===== src/rtl/pg_multi_if.sv =====
// Configuration and pulse-output bundle for pg_multi.
// Host-side master drives settings/triggers; the generator is the slave.
interface pg_multi_if #(
  parameter int CNT_W = 24,
  parameter int N_CH  = 4
);
  logic                   i_en;
  logic [CNT_W-1:0]       i_period;
  logic [N_CH*CNT_W-1:0]  i_st;
  logic [N_CH*CNT_W-1:0]  i_end;
  logic [N_CH-1:0]        i_mode;
  logic [N_CH-1:0]        i_pol;
  logic [N_CH-1:0]        i_trig;
  logic [N_CH-1:0]        o_pulse;
  logic [CNT_W-1:0]       o_cnt;
  logic                   o_wrap;
  logic [N_CH-1:0]        o_armed;

  modport master (
    output i_en, i_period, i_st, i_end,
    output i_mode, i_pol, i_trig,
    input  o_pulse, o_cnt, o_wrap, o_armed
  );

  modport slave (
    input  i_en, i_period, i_st, i_end,
    input  i_mode, i_pol, i_trig,
    output o_pulse, o_cnt, o_wrap, o_armed
  );
endinterface


===== src/rtl/pg_multi.sv =====
// Multi-channel pulse generator on one shared period counter.
// Settings are shadowed and take effect only at period boundaries.
module pg_multi #(
  parameter int CNT_W = 24,
  parameter int N_CH  = 4
) (
  input  logic        i_clk,
  input  logic        i_res,
  pg_multi_if.slave   bus
);
  localparam logic [CNT_W-1:0] ONE = CNT_W'(1);

  logic [CNT_W-1:0]            cnt_q, cnt_d;
  logic                        wrap_q, wrap_d;
  logic [CNT_W-1:0]            per_q;
  logic [N_CH-1:0][CNT_W-1:0]  st_q, end_q;
  logic [N_CH-1:0]             mode_q, pol_q;
  logic [N_CH-1:0]             armed_q, armed_d;
  logic [N_CH-1:0]             fire_q, fire_d;
  logic [N_CH-1:0]             raw_q, raw_d;
  logic [N_CH-1:0]             hit, inw, qual;
  logic                        last, ld;

  always_comb begin
    last   = (cnt_q == per_q - ONE);
    ld     = ~bus.i_en | last;
    cnt_d  = '0;
    wrap_d = 1'b0;
    if (bus.i_en) begin
      cnt_d  = last ? '0 : cnt_q + ONE;
      wrap_d = last;
    end
  end

  // one-shot: fire latch covers the window after the armed hit at st
  always_comb begin
    hit     = '0;
    inw     = '0;
    qual    = '0;
    raw_d   = '0;
    fire_d  = '0;
    armed_d = '0;
    for (int k = 0; k < N_CH; k++) begin
      hit[k]  = mode_q[k] & armed_q[k]
              & (cnt_q == st_q[k]);
      inw[k]  = (cnt_q >= st_q[k])
              & (cnt_q < end_q[k]);
      qual[k] = ~mode_q[k] | fire_q[k] | hit[k];
      raw_d[k] = bus.i_en & inw[k] & qual[k];
      fire_d[k] = bus.i_en
                & (fire_q[k] | hit[k])
                & ~(cnt_q == end_q[k] - ONE)
                & ~last;
      armed_d[k] = bus.i_en
                 & (bus.i_trig[k]
                    | (armed_q[k] & ~hit[k]));
    end
  end

  always_ff @(posedge i_clk or posedge i_res) begin
    if (i_res) begin
      cnt_q   <= '0;
      wrap_q  <= 1'b0;
      per_q   <= '0;
      st_q    <= '0;
      end_q   <= '0;
      mode_q  <= '0;
      pol_q   <= '0;
      armed_q <= '0;
      fire_q  <= '0;
      raw_q   <= '0;
    end else begin
      cnt_q   <= cnt_d;
      wrap_q  <= wrap_d;
      armed_q <= armed_d;
      fire_q  <= fire_d;
      raw_q   <= raw_d;
      if (ld) begin
        per_q  <= bus.i_period;
        st_q   <= bus.i_st;
        end_q  <= bus.i_end;
        mode_q <= bus.i_mode;
        pol_q  <= bus.i_pol;
      end
    end
  end

  assign bus.o_pulse = raw_q ^ pol_q;
  assign bus.o_cnt   = cnt_q;
  assign bus.o_wrap  = wrap_q;
  assign bus.o_armed = armed_q;
endmodule


===== src/flat_wrapper.sv =====
// flat-port wrapper written by rule: the top's interface ports become plain ports
module pg_multi_flat 
#(
  parameter int CNT_W = 24,
  parameter int N_CH  = 4
)
  (i_clk, i_res, bus_i_en, bus_i_period, bus_i_st, bus_i_end, bus_i_mode, bus_i_pol, bus_i_trig, bus_o_pulse, bus_o_cnt, bus_o_wrap, bus_o_armed);
  pg_multi_if #(.CNT_W(CNT_W), .N_CH(N_CH)) bus_i ();
  input  logic i_clk;
  input  logic i_res;
  input wire logic [$bits(bus_i.i_en)-1:0] bus_i_en;
  input wire logic [$bits(bus_i.i_period)-1:0] bus_i_period;
  input wire logic [$bits(bus_i.i_st)-1:0] bus_i_st;
  input wire logic [$bits(bus_i.i_end)-1:0] bus_i_end;
  input wire logic [$bits(bus_i.i_mode)-1:0] bus_i_mode;
  input wire logic [$bits(bus_i.i_pol)-1:0] bus_i_pol;
  input wire logic [$bits(bus_i.i_trig)-1:0] bus_i_trig;
  output wire logic [$bits(bus_i.o_pulse)-1:0] bus_o_pulse;
  output wire logic [$bits(bus_i.o_cnt)-1:0] bus_o_cnt;
  output wire logic [$bits(bus_i.o_wrap)-1:0] bus_o_wrap;
  output wire logic [$bits(bus_i.o_armed)-1:0] bus_o_armed;
  assign bus_i.i_en = bus_i_en;
  assign bus_i.i_period = bus_i_period;
  assign bus_i.i_st = bus_i_st;
  assign bus_i.i_end = bus_i_end;
  assign bus_i.i_mode = bus_i_mode;
  assign bus_i.i_pol = bus_i_pol;
  assign bus_i.i_trig = bus_i_trig;
  assign bus_o_pulse = bus_i.o_pulse;
  assign bus_o_cnt = bus_i.o_cnt;
  assign bus_o_wrap = bus_i.o_wrap;
  assign bus_o_armed = bus_i.o_armed;
  pg_multi #(.CNT_W(CNT_W), .N_CH(N_CH)) u_core (.i_clk(i_clk), .i_res(i_res), .bus(bus_i));
endmodule

===== config.mk =====
export PLATFORM = sky130hd
export DESIGN_NAME = pg_multi_flat
export DESIGN_NICKNAME = d
export VERILOG_FILES = /design/src/rtl/pg_multi_if.sv /design/src/rtl/pg_multi.sv /design/src/flat_wrapper.sv
export SDC_FILE = /design/constraint.sdc
export NUM_CORES = 1
export LEC_CHECK = 0
export ABC_AREA = 0
export CELL_PAD_IN_SITES_DETAIL_PLACEMENT = 0
export CELL_PAD_IN_SITES_GLOBAL_PLACEMENT = 1
export CORE_MARGIN = 3
export CORE_UTILIZATION = 31
export CTS_CLUSTER_DIAMETER = 40
export DETAILED_ROUTE_END_ITERATION = 6
export HOLD_SLACK_MARGIN = 0.15
export PLACE_DENSITY = 0.62
export REMOVE_ABC_BUFFERS = 1
export SYNTH_ARGS = -nofsm -noshare
export SYNTH_HDL_FRONTEND = slang
export SYNTH_SLANG_ARGS = --single-unit

===== constraint.sdc =====
create_clock -name i_clk -period 17.65 [get_ports i_clk]
set_clock_uncertainty 0.1 [all_clocks]
set_input_delay 4.4125 -clock i_clk [delete_from_list [all_inputs] [get_ports i_clk]]
set_output_delay 4.4125 -clock i_clk [all_outputs]
set_load 0.02 [all_outputs]

**Word-level counts from Yosys, hierarchy flattened**

Index checks and enable logic that the tools add are counted.

- Equality and inequality tests: 9
- Mux-type cells: 3
- Magnitude comparators: 8
- Bitwise logic cells: 72
- Add/subtract/negate cells: 6

Operator list:

| cell | count |
|---|---|
| equality test 24 bit | 9 |
| subtractor 24 x 1 -> 24 bit (second input constant) | 5 |
| greater-or-equal comparator 24 bit | 4 |
| less-than comparator 24 bit | 4 |
| two-way mux 24 bit | 2 |
| bitwise AND 1 bit | 40 |
| adder 24 x 1 -> 24 bit (second input constant) | 1 |
| bitwise OR 1 bit | 17 |
| inverter 1 bit | 14 |
| XOR 4 bit | 1 |
| two-way mux 1 bit | 1 |

- Register bits after elaboration: 261

**Longest topological paths before layout**

Gate-level depths: netlist (run 1).

- Word-level depth: 6
- Gate-level depth with buffers: 14
- Gate-level depth less buffers: 10

**Worst setup path after synthesis (run 1)**

OpenSTA, ideal clock, no wires.

- Path type: input -> register
- Start point: in bus_i_en
- End point: reg u_core.raw_q[2]
- Cell stages on the path: 5
- Data arrival time: 5.247 ns
- Path slack: 12.202 ns
- Path buffers: 1
- Setup time: 0.101 ns
- Cells stage by stage: clkbuf_1 -> nand3b_1 -> a221oi_1 -> o21ai_0 -> nor4_1

- Word-level cells in the longest chain between the ends: 2

RTL lines:

| what | RTL line | RTL |
|---|---|---|
| from (decl) | flat_wrapper.sv:11 | `input wire logic [$bits(bus_i.i_en)-1:0] bus_i_en;` |
| bitwise AND 1 bit (2 in series) | pg_multi.sv:49 | `raw_d[k] = bus.i_en & inw[k] & qual[k];` |
| net u_core.raw_d[2] | pg_multi.sv:20 | `logic [N_CH-1:0] raw_q, raw_d;` |
| to (signal assigned) | pg_multi.sv:77 | `raw_q <= raw_d;` |
| to (decl) | pg_multi.sv:20 |  |

The timed path passes the listed nets, and every way through them passes these cells.
A chain may end at the register's enable or synchronous reset.

==> impl_metrics.toml, run 1 <==
[status]
status = "finished clean"

[power]
power.net_switching_mw = 0.566
finalPower_mw = 2.02
clockPowerShare_pct = 49.3
switching_share_pct = 28.0
powerDensity_mw_per_mm2 = 84.2
power.internal_mw = 1.45
p_seq_share_pct = 35.4
combPwrFrac_pct = 15.3
p_leak_nw = 10.8
ir_drop_mv = 0.0656

[place]
dp_hpwl_um = 44600
dpl_cell_area_mm2 = 0.0222
post-place-ws_ps = 10290
dp_cells = 2884
gp_congestion = 0.844
port_buffers = 263

[setup_path]
cp.required_ps = 18140
slowest_delay_ps = 790
crit_chain = "clkdlybuf4s50_1 -> inv_8 -> buf_4 -> buf_4"
cp-end-kind = "async pin"
worstSetupPathType = "input port to async pin"
arrival_ps = 7070
cp_slowest_cell = "buf_4"
crit_path_frequent_cell = "buf_4"
start_kind = "input port"
worstPathMaxFanout = 99

[layout]
drive_gt1_share_pct = 9.84
fillers = 5823
fin_nets = 2594
stdcell_count = 2981
fin_util_pct = 40.4
stdcell_area_mm2 = 0.0240
area_growth_pct = 28.1

[clock_tree]
root_buffer = "clkbuf_16"
clockBufferDepth = 3
clk_latency_ps = 580
cts_tree = "built"
numCtsBuffers = 52
cts_setup_buffers = 0
cts_resized = 0
clk_pin_slew_ps = 50
ctsHoldBuffers = 0
h-tree-depth = 2
cts.sinks = 261

[floorplan]
top_level_ports = 264
die_y_um = 252
initial_utilization_pct = 31.5
die_x_um = 252
core-area_mm2 = 0.0594
die-area_mm2 = 0.0634
row_count = 89

[sta]
hold_viol_final = 0
final.setup.tns_ps = 0
relSlewSlack_pct = 23.1
whs_ps = 387
grt_setup_unrepaired = "false"
final-max-slew-violation-count = 0
min_period_over_period_pct = 37.3
finalWorstPathRequiredPeriod_ps = 6580
fmax_mhz = 152
worst_slew_pin_slew_ps = 1140
setup_viol = 0
fin_ws_ps = 11070

[routing]
route.met3.wl_um = 2800
met1_length_um = 28200
routed_via_density = 5.10
route.vias.total = 15200
drtIter0Drc = 738
met2WireLength_um = 29200
antenna_left = 0
first_pass_iters = 5
top_layer_used = "met4"
drc = 0
wl_um = 61400
drt-wirelength-per-cell_um = 20.6

[grt]
grt_pass1_vias = 15900
grt_use_total_pct = 19.4
antenna_found_initial = 2
grt_max_degree = 158
grt_overflow = 0
grt_pass1_wl_um = 94300

[hold_path]
hold_path_class = "flop to flop"

[logic_synthesis]
synthMostInstantiatedCell = "dfrtp_1"
avgSynthCellArea_um2 = 9.95
synth_common_cells = "dfrtp_1 (261), inv_1 (199), ha_1 (198)"
yosysTopAreaCell = "dfrtp_1"
ys_types = 73
ys.flop_type = "dfrtp_1"
ys_warn_count = 0
syn_inst = 1882
synth-seq-area-share_pct = 34.9
netlist.area_leader.share_pct = 34.9
syn_area_mm2 = 0.0187
synthArstFlopShare_pct = 100
synth_seq_cells = 261
synth_top_cells_by_area = "dfrtp_1 (35%), ha_1 (13%), mux2_1 (9.0%), xnor2_1 (4.9%), mux2_2 (4.6%)"
synth_edf_count = 0

[run]
cap_violations = 0
## kinds of logic after synthesis
logic type	after synthesis	synth area share [%]
xor+xnor	172	8.12
flops	261	34.9
buf+inv	266	6.15
fa+ha+maj	198	13.2
mux	235	14.1
compound gates	284	10.1
simple gates	466	13.4
## registers in the layout (all words and copies together), names as in the netlist
register / count
u_core.bus.o_armed: 4
u_core.st_q: 96
u_core.pol_q: 4
u_core.bus.o_cnt: 24
u_core.fire_q: 4
u_core.end_q: 96
u_core.mode_q: 4
u_core.bus.o_wrap: 1
u_core.per_q: 24
u_core.raw_q: 4
## path summary, 6_finish.rpt
check | from | cells past startpoint | slack (ps) | endpoint
setup / recovery | i_res | 4 | 11070 | u_core.st_q[88]
min in group asynchronous | i_res | 2 | 4240 | u_core.end_q[30]
setup reg to reg | u_core.per_q[4] | 10 | 12630 | u_core.st_q[17]
hold reg to reg | u_core.st_q[5] | 1 | 390 | u_core.st_q[5]
hold / removal | u_core.st_q[5] | 1 | 390 | u_core.st_q[5]
max in group i_clk | u_core.bus.o_cnt[7] | 2 | 11120 | bus_o_cnt[7]
## layer usage
metal	global-route usage, %	up-vias
met5	0	-
met4	4.71	0
met1	25.9	7485
met3	2.81	66
li1	-	7309
met2	33.0	340
## final cells by class
cell class	count	area (um2)	area share (%)
Clock buffer	61	1420	5.91
Antenna cell	2	5.00	0.0209
Sequential cell	261	6530	27.2
Inverter	199	754	3.15
Timing Repair Buffer	296	2890	12.1
Multi-Input combinational cell	1355	11000	46.0
Clock inverter	34	367	1.53
Tap cell	773	967	4.04
## layout by cell type (no fill, tap or decap), types with 8 or more instances in the layout
cell / n
buf_4: 32
or3_1: 12
clkdlybuf4s50_1: 263
nand2b_1: 18
and4_1: 11
nor4_1: 33
o21a_1: 16
o211ai_1: 8
xor2_1: 67
inv_1: 198
clkbuf_16: 53
nand4_1: 53
a21oi_1: 68
nor3_1: 53
a31oi_1: 20
o21ai_0: 52
nor2_1: 88
clkinvlp_4: 9
mux2i_1: 8
inv_6: 10
clkinv_4: 8
xnor2_1: 104
or4_1: 10
ha_1: 198
a211oi_1: 14
o22ai_1: 8
and2_1: 10
a2111oi_0: 9
nand2_1: 66
and3_1: 16
a21o_1: 38
mux2_1: 150
nor2b_1: 26
dfrtp_1: 261
nand3_1: 39
mux2_2: 77
## power by group through the flow
stage	Clock, mW	Sequential [mW]	Combinational, mW
floorplan	0	0.703	0.199
global placement	0	0.722	0.304
detailed placement	0	0.724	0.312
CTS	1.02	0.714	0.313
global route	1.05	0.723	0.349
finish	0.996	0.714	0.309
## worst max-delay path: cells and delay by family
family	cells	cell delay, ps
buffers and inverters	4	2540
Power figures use the tool's default switching activity.
==> run 2: changes to the inputs <==
==> constraint.sdc (replaced) <==
create_clock -name i_clk -period 6.85 [get_ports i_clk]
set_clock_uncertainty 0.1 [all_clocks]
set_input_delay 1.7125 -clock i_clk [delete_from_list [all_inputs] [get_ports i_clk]]
set_output_delay 1.7125 -clock i_clk [all_outputs]
set_load 0.02 [all_outputs]
==> run 2 against run 1 <==
  * Total power rose to 2.7 times the previous value
  * First-iteration DRC count up 8.1%
  * Sequential power rose to 2.6 times the previous value
  * Largest cell class unchanged
  * Largest power group unchanged
==> impl_metrics.toml, run 2 (synthesis results as in run 1) <==
[grt]
grt_max_degree = 110
grt_pass1_vias = 15700
antenna_found_initial = 4
grt_pass1_wl_um = 93000
grt_use_total_pct = 19.0
grt_overflow = 0

[place]
post-place-ws_ps = 2220
port_buffers = 263
dp_hpwl_um = 43700
gp_congestion = 0.853
dpl_cell_area_mm2 = 0.0222
dp_cells = 2880

[routing]
antenna_left = 0
drtIter0Drc = 798
drc = 0
routed_via_density = 5.04
drt-wirelength-per-cell_um = 20.3
wl_um = 60700
first_pass_iters = 5
route.vias.total = 15100

[setup_path]
worstPathMaxFanout = 109
reg2reg_to = "u_core.end_q[47]"
start_kind = "flop"
cp.required_ps = 7220
cp-startpoint = "u_core.per_q[8]"
worstSetupPathType = "flop to flop"
rr_startpoint = "u_core.per_q[8]"
cp-end-kind = "flop"
worstRegToRegCells = 9
arrival_ps = 5050
crit_end = "u_core.end_q[47]"
r2r_slack_ps = 2170

[floorplan]
die_x_um = 252
core-area_mm2 = 0.0594
die_y_um = 252
row_count = 89
die-area_mm2 = 0.0634
top_level_ports = 264
initial_utilization_pct = 31.5

[clock_tree]
h-tree-depth = 2
clockBufferDepth = 3
clk_latency_ps = 610
numCtsBuffers = 59
ctsHoldBuffers = 0
cts_tree = "built"
clk_pin_slew_ps = 50
root_buffer = "clkbuf_16"
cts.sinks = 261
cts_setup_buffers = 0
cts_resized = 0

[layout]
stdcell_count = 2993
drive_gt1_share_pct = 10.1
fillers = 5819
fin_nets = 2597
area_growth_pct = 29.4
register_area_mm2 = 0.00653
final_cell_mix = "clkdlybuf4s50_1 (263), dfrtp_1 (261), inv_1 (198), ha_1 (198), mux2_1 (150)"
multi_input_area_mm2 = 0.0110
final_common_cell = "clkdlybuf4s50_1"
fin_util_pct = 40.8
stdcell_area_mm2 = 0.0242
largestRegisters = "u_core.end_q x96, u_core.st_q x96"

[power]
p_leak_nw = 10.9
finalPower_mw = 5.49
ir_drop_mv = 0.175
p_seq_share_pct = 33.5
switching_share_pct = 27.5
powerDensity_mw_per_mm2 = 227
power.internal_mw = 3.98
combPwrFrac_pct = 14.6
clockPowerShare_pct = 51.9
power.net_switching_mw = 1.51

[run]
cap_violations = 0

[hold_path]
hp-start = "u_core.st_q[76]"
hold_path_depth = 1
hold_path_class = "flop to flop"

[sta]
hold_viol_final = 0
fin_ws_ps = 2170
relSlewSlack_pct = 30.3
whs_ps = 386
fmax_mhz = 214
final.setup.tns_ps = 0
worst_slew_pin_slew_ps = 1040
final-max-slew-violation-count = 0
min_period_over_period_pct = 68.3
finalWorstPathRequiredPeriod_ps = 4680
grt_setup_unrepaired = "false"
setup_viol = 0

[status]
status = "finished clean"
-- run 2: cell types whose count changed in the layout (fill, tap and decap cells not counted), sizes merged --
cell      previous run  this run
bufinv               4         6
diode                2         3
buf                 33        29
clkinvlp             9        10
inv                210       205
clkbuf              61        70
clkinv              10        18
-- run 2: per-layer routing --
| metal | vias to the layer above | GRT usage, % | routed length, um |
|---|---|---|---|
| li1 | 7324 | - | - |
| met1 | 7358 | 25.6 | 28600 |
| met2 | 330 | 31.0 | 27700 |
| met3 | 83 | 3.78 | 2830 |
| met4 | 2 | 5.69 | 1480 |
| met5 | - | 0 | 13 |
-- run 2: worst max-delay path, cell delays in order (launching register included) --
cell,delay (ps)
dfrtp_1,440
nor4_1,780
nand4_1,380
a311oi_1,370
o22ai_1,120
a2111oi_2,370
o2111ai_1,280
o21ai_4,640
buf_12,490
mux2_2,400
-- run 2: power groups by stage --
stage	combinational [mW]	clock [mW]	sequential, mW
floorplan	0.513	0	1.81
global placement	0.791	0	1.86
detailed placement	0.805	0	1.86
CTS	0.811	2.93	1.84
global route	0.899	3.00	1.86
finish	0.800	2.85	1.84
-- run 2: worst min-delay path by stage --
stage | end | slack [ps]
after floorplan | u_core.st_q[10] | 360
after detailed placement | u_core.st_q[83] | 380
after global routing | u_core.st_q[83] | 400
after CTS | u_core.st_q[83] | 390
final | u_core.st_q[76] | 390
after global placement | u_core.st_q[76] | 370
-- run 2: layout make-up --
class	count	area share, %
multi-input cells	1355	45.6
flip-flops and latches	261	27.0
repair buffers	292	12.0
clock buffers	70	6.52
well taps	773	3.99
inverters	199	3.12
clock inverters	40	1.81
diodes	3	0.0310
==> run 3: changes to the inputs <==
==> constraint.sdc (replaced) <==
create_clock -name i_clk -period 4.6 [get_ports i_clk]
set_clock_uncertainty 0.1 [all_clocks]
set_input_delay 1.15 -clock i_clk [delete_from_list [all_inputs] [get_ports i_clk]]
set_output_delay 1.15 -clock i_clk [all_outputs]
set_load 0.02 [all_outputs]
==> run 3 against run 2 <==
  * Combinational power rose by 50%
  * Non-clock buffer count increased by 17
  * Final area rose by 0.71%
  * Critical path type unchanged
  * Critical path depth rose by 2
  * First-iteration DRC count down 10%
  * Sequential power grew 49%
  * Flip-flop and latch count is the same
  * Highest routed layer is now met4
==> impl_metrics.toml, run 3 (synthesis results as in run 1) <==
[sta]
relSlewSlack_pct = 42.1
min_period_over_period_pct = 85.2
grt_setup_unrepaired = "false"
hold_viol_final = 0
fmax_mhz = 255
final-max-slew-violation-count = 0
worst_slew_pin_slew_ps = 860
setup_viol = 0
finalWorstPathRequiredPeriod_ps = 3920
fin_ws_ps = 682
whs_ps = 383

[layout]
final_cell_mix = "clkdlybuf4s50_1 (263), dfrtp_1 (261), inv_1 (198), ha_1 (198), mux2_1 (150)"
area_growth_pct = 30.3
final_common_cell = "clkdlybuf4s50_1"
drive_gt1_share_pct = 10.9
stdcell_area_mm2 = 0.0244
fin_nets = 2612
largestRegisters = "u_core.end_q x96, u_core.st_q x96"
fin_util_pct = 41.1

[grt]
grt_overflow = 0
grt_pass1_vias = 16200
grt_util_met1_pct = 26.5
top_usage_layer = "met2"
grt_max_degree = 76
use_met3_pct = 2.88
antenna_found_initial = 1
use_met2_pct = 32.0
grt_pass1_wl_um = 95000
grt_use_total_pct = 19.5

[routing]
route.vias.total = 15400
drtIter0Drc = 716
drc = 0
first_pass_iters = 6
wl_um = 61500
antenna_left = 0
routed_via_density = 5.13
drt-wirelength-per-cell_um = 20.5

[clock_tree]
cts_tree = "built"
numCtsBuffers = 57
h-tree-depth = 2
cts_setup_buffers = 0
cts.sinks = 261
ctsHoldBuffers = 0
clk_latency_ps = 620
clockBufferDepth = 3
root_buffer = "clkbuf_16"
clk_pin_slew_ps = 50
cts_resized = 0

[place]
dp_hpwl_um = 45900
gp_congestion = 0.860
dpl_cell_area_mm2 = 0.0224
post-place-ws_ps = 735
port_buffers = 263

[run]
cap_violations = 0

[setup_path]
worstPathMaxFanout = 60
reg2reg_to = "u_core.st_q[10]"
start_kind = "flop"
arrival_ps = 4290
cp-end-kind = "flop"
worstRegToRegCells = 11
cp.required_ps = 4970
rr_startpoint = "u_core.per_q[0]"
worstSetupPathType = "flop to flop"
r2r_slack_ps = 680

[floorplan]
row_count = 89
top_level_ports = 264
die_x_um = 252
die-area_mm2 = 0.0634
initial_utilization_pct = 31.5
die_y_um = 252
core-area_mm2 = 0.0594

[hold_path]
hold_path_depth = 1
hold_end = "u_core.st_q[94]"
hp-start = "u_core.st_q[94]"
hold_path_class = "flop to flop"

[power]
p_leak_nw = 11.1
powerDensity_mw_per_mm2 = 338
finalPower_mw = 8.25
ir_drop_mv = 0.296

[status]
status = "finished clean"
## run 3: how the worst max path moves through the flow
stage / from / to / slack [ps]
after CTS: u_core.per_q[0] / u_core.st_q[10] / 660
after detailed placement: u_core.per_q[0] / u_core.st_q[10] / 730
after floorplan: i_res / u_core.bus.o_armed[0] / -3830
after global routing: u_core.per_q[0] / u_core.st_q[10] / 350
final: u_core.per_q[0] / u_core.st_q[10] / 680
after global placement: u_core.per_q[0] / u_core.st_q[15] / 780
## run 3: final cells by class
class / count / area, um2
antenna: 1 / 2.50
clock buffer: 60 / 1460
clock inverter: 48 / 573
fill: 5761 / 35000
inverter: 199 / 754
multi-input combinational: 1355 / 11000
sequential: 261 / 6530
tap: 773 / 967
timing repair buffer: 309 / 3070
## run 3: critical path: stages, from the launching register on
cell	delay [ps]
dfrtp_1	430
inv_1	90
ha_1	380
nor3b_1	240
nand4_1	250
o21ai_0	330
o211ai_1	170
a2111oi_2	310
o2111ai_1	260
o21ai_4	430
buf_12	340
mux2_1	370
## run 3: power by group
part | internal [mW] | total (mW) | switching, mW
Sequential | 2.50 | 2.74 | 0.241
Combinational | 0.634 | 1.20 | 0.565
Clock | 2.72 | 4.30 | 1.58
Total | 5.86 | 8.25 | 2.39
## run 3: metal layers
layer  routed length, um  up-vias  part of all wire (%)
li1                    -     7358                     -
met1               28400     7573                    46
met2               28500      414                    46
met3                3160       86                   5.1
met4                1490        0                   2.4
met5                   0        -                     0
## run 3: metrics by stage
step,setup TNS [ps],instances
2_1_floorplan,-1656960,1815
3_3_place_gp,0,2897
3_5_place_dp,0,2897
4_1_cts,0,3005
5_1_grt,0,3005
6_report,0,3006
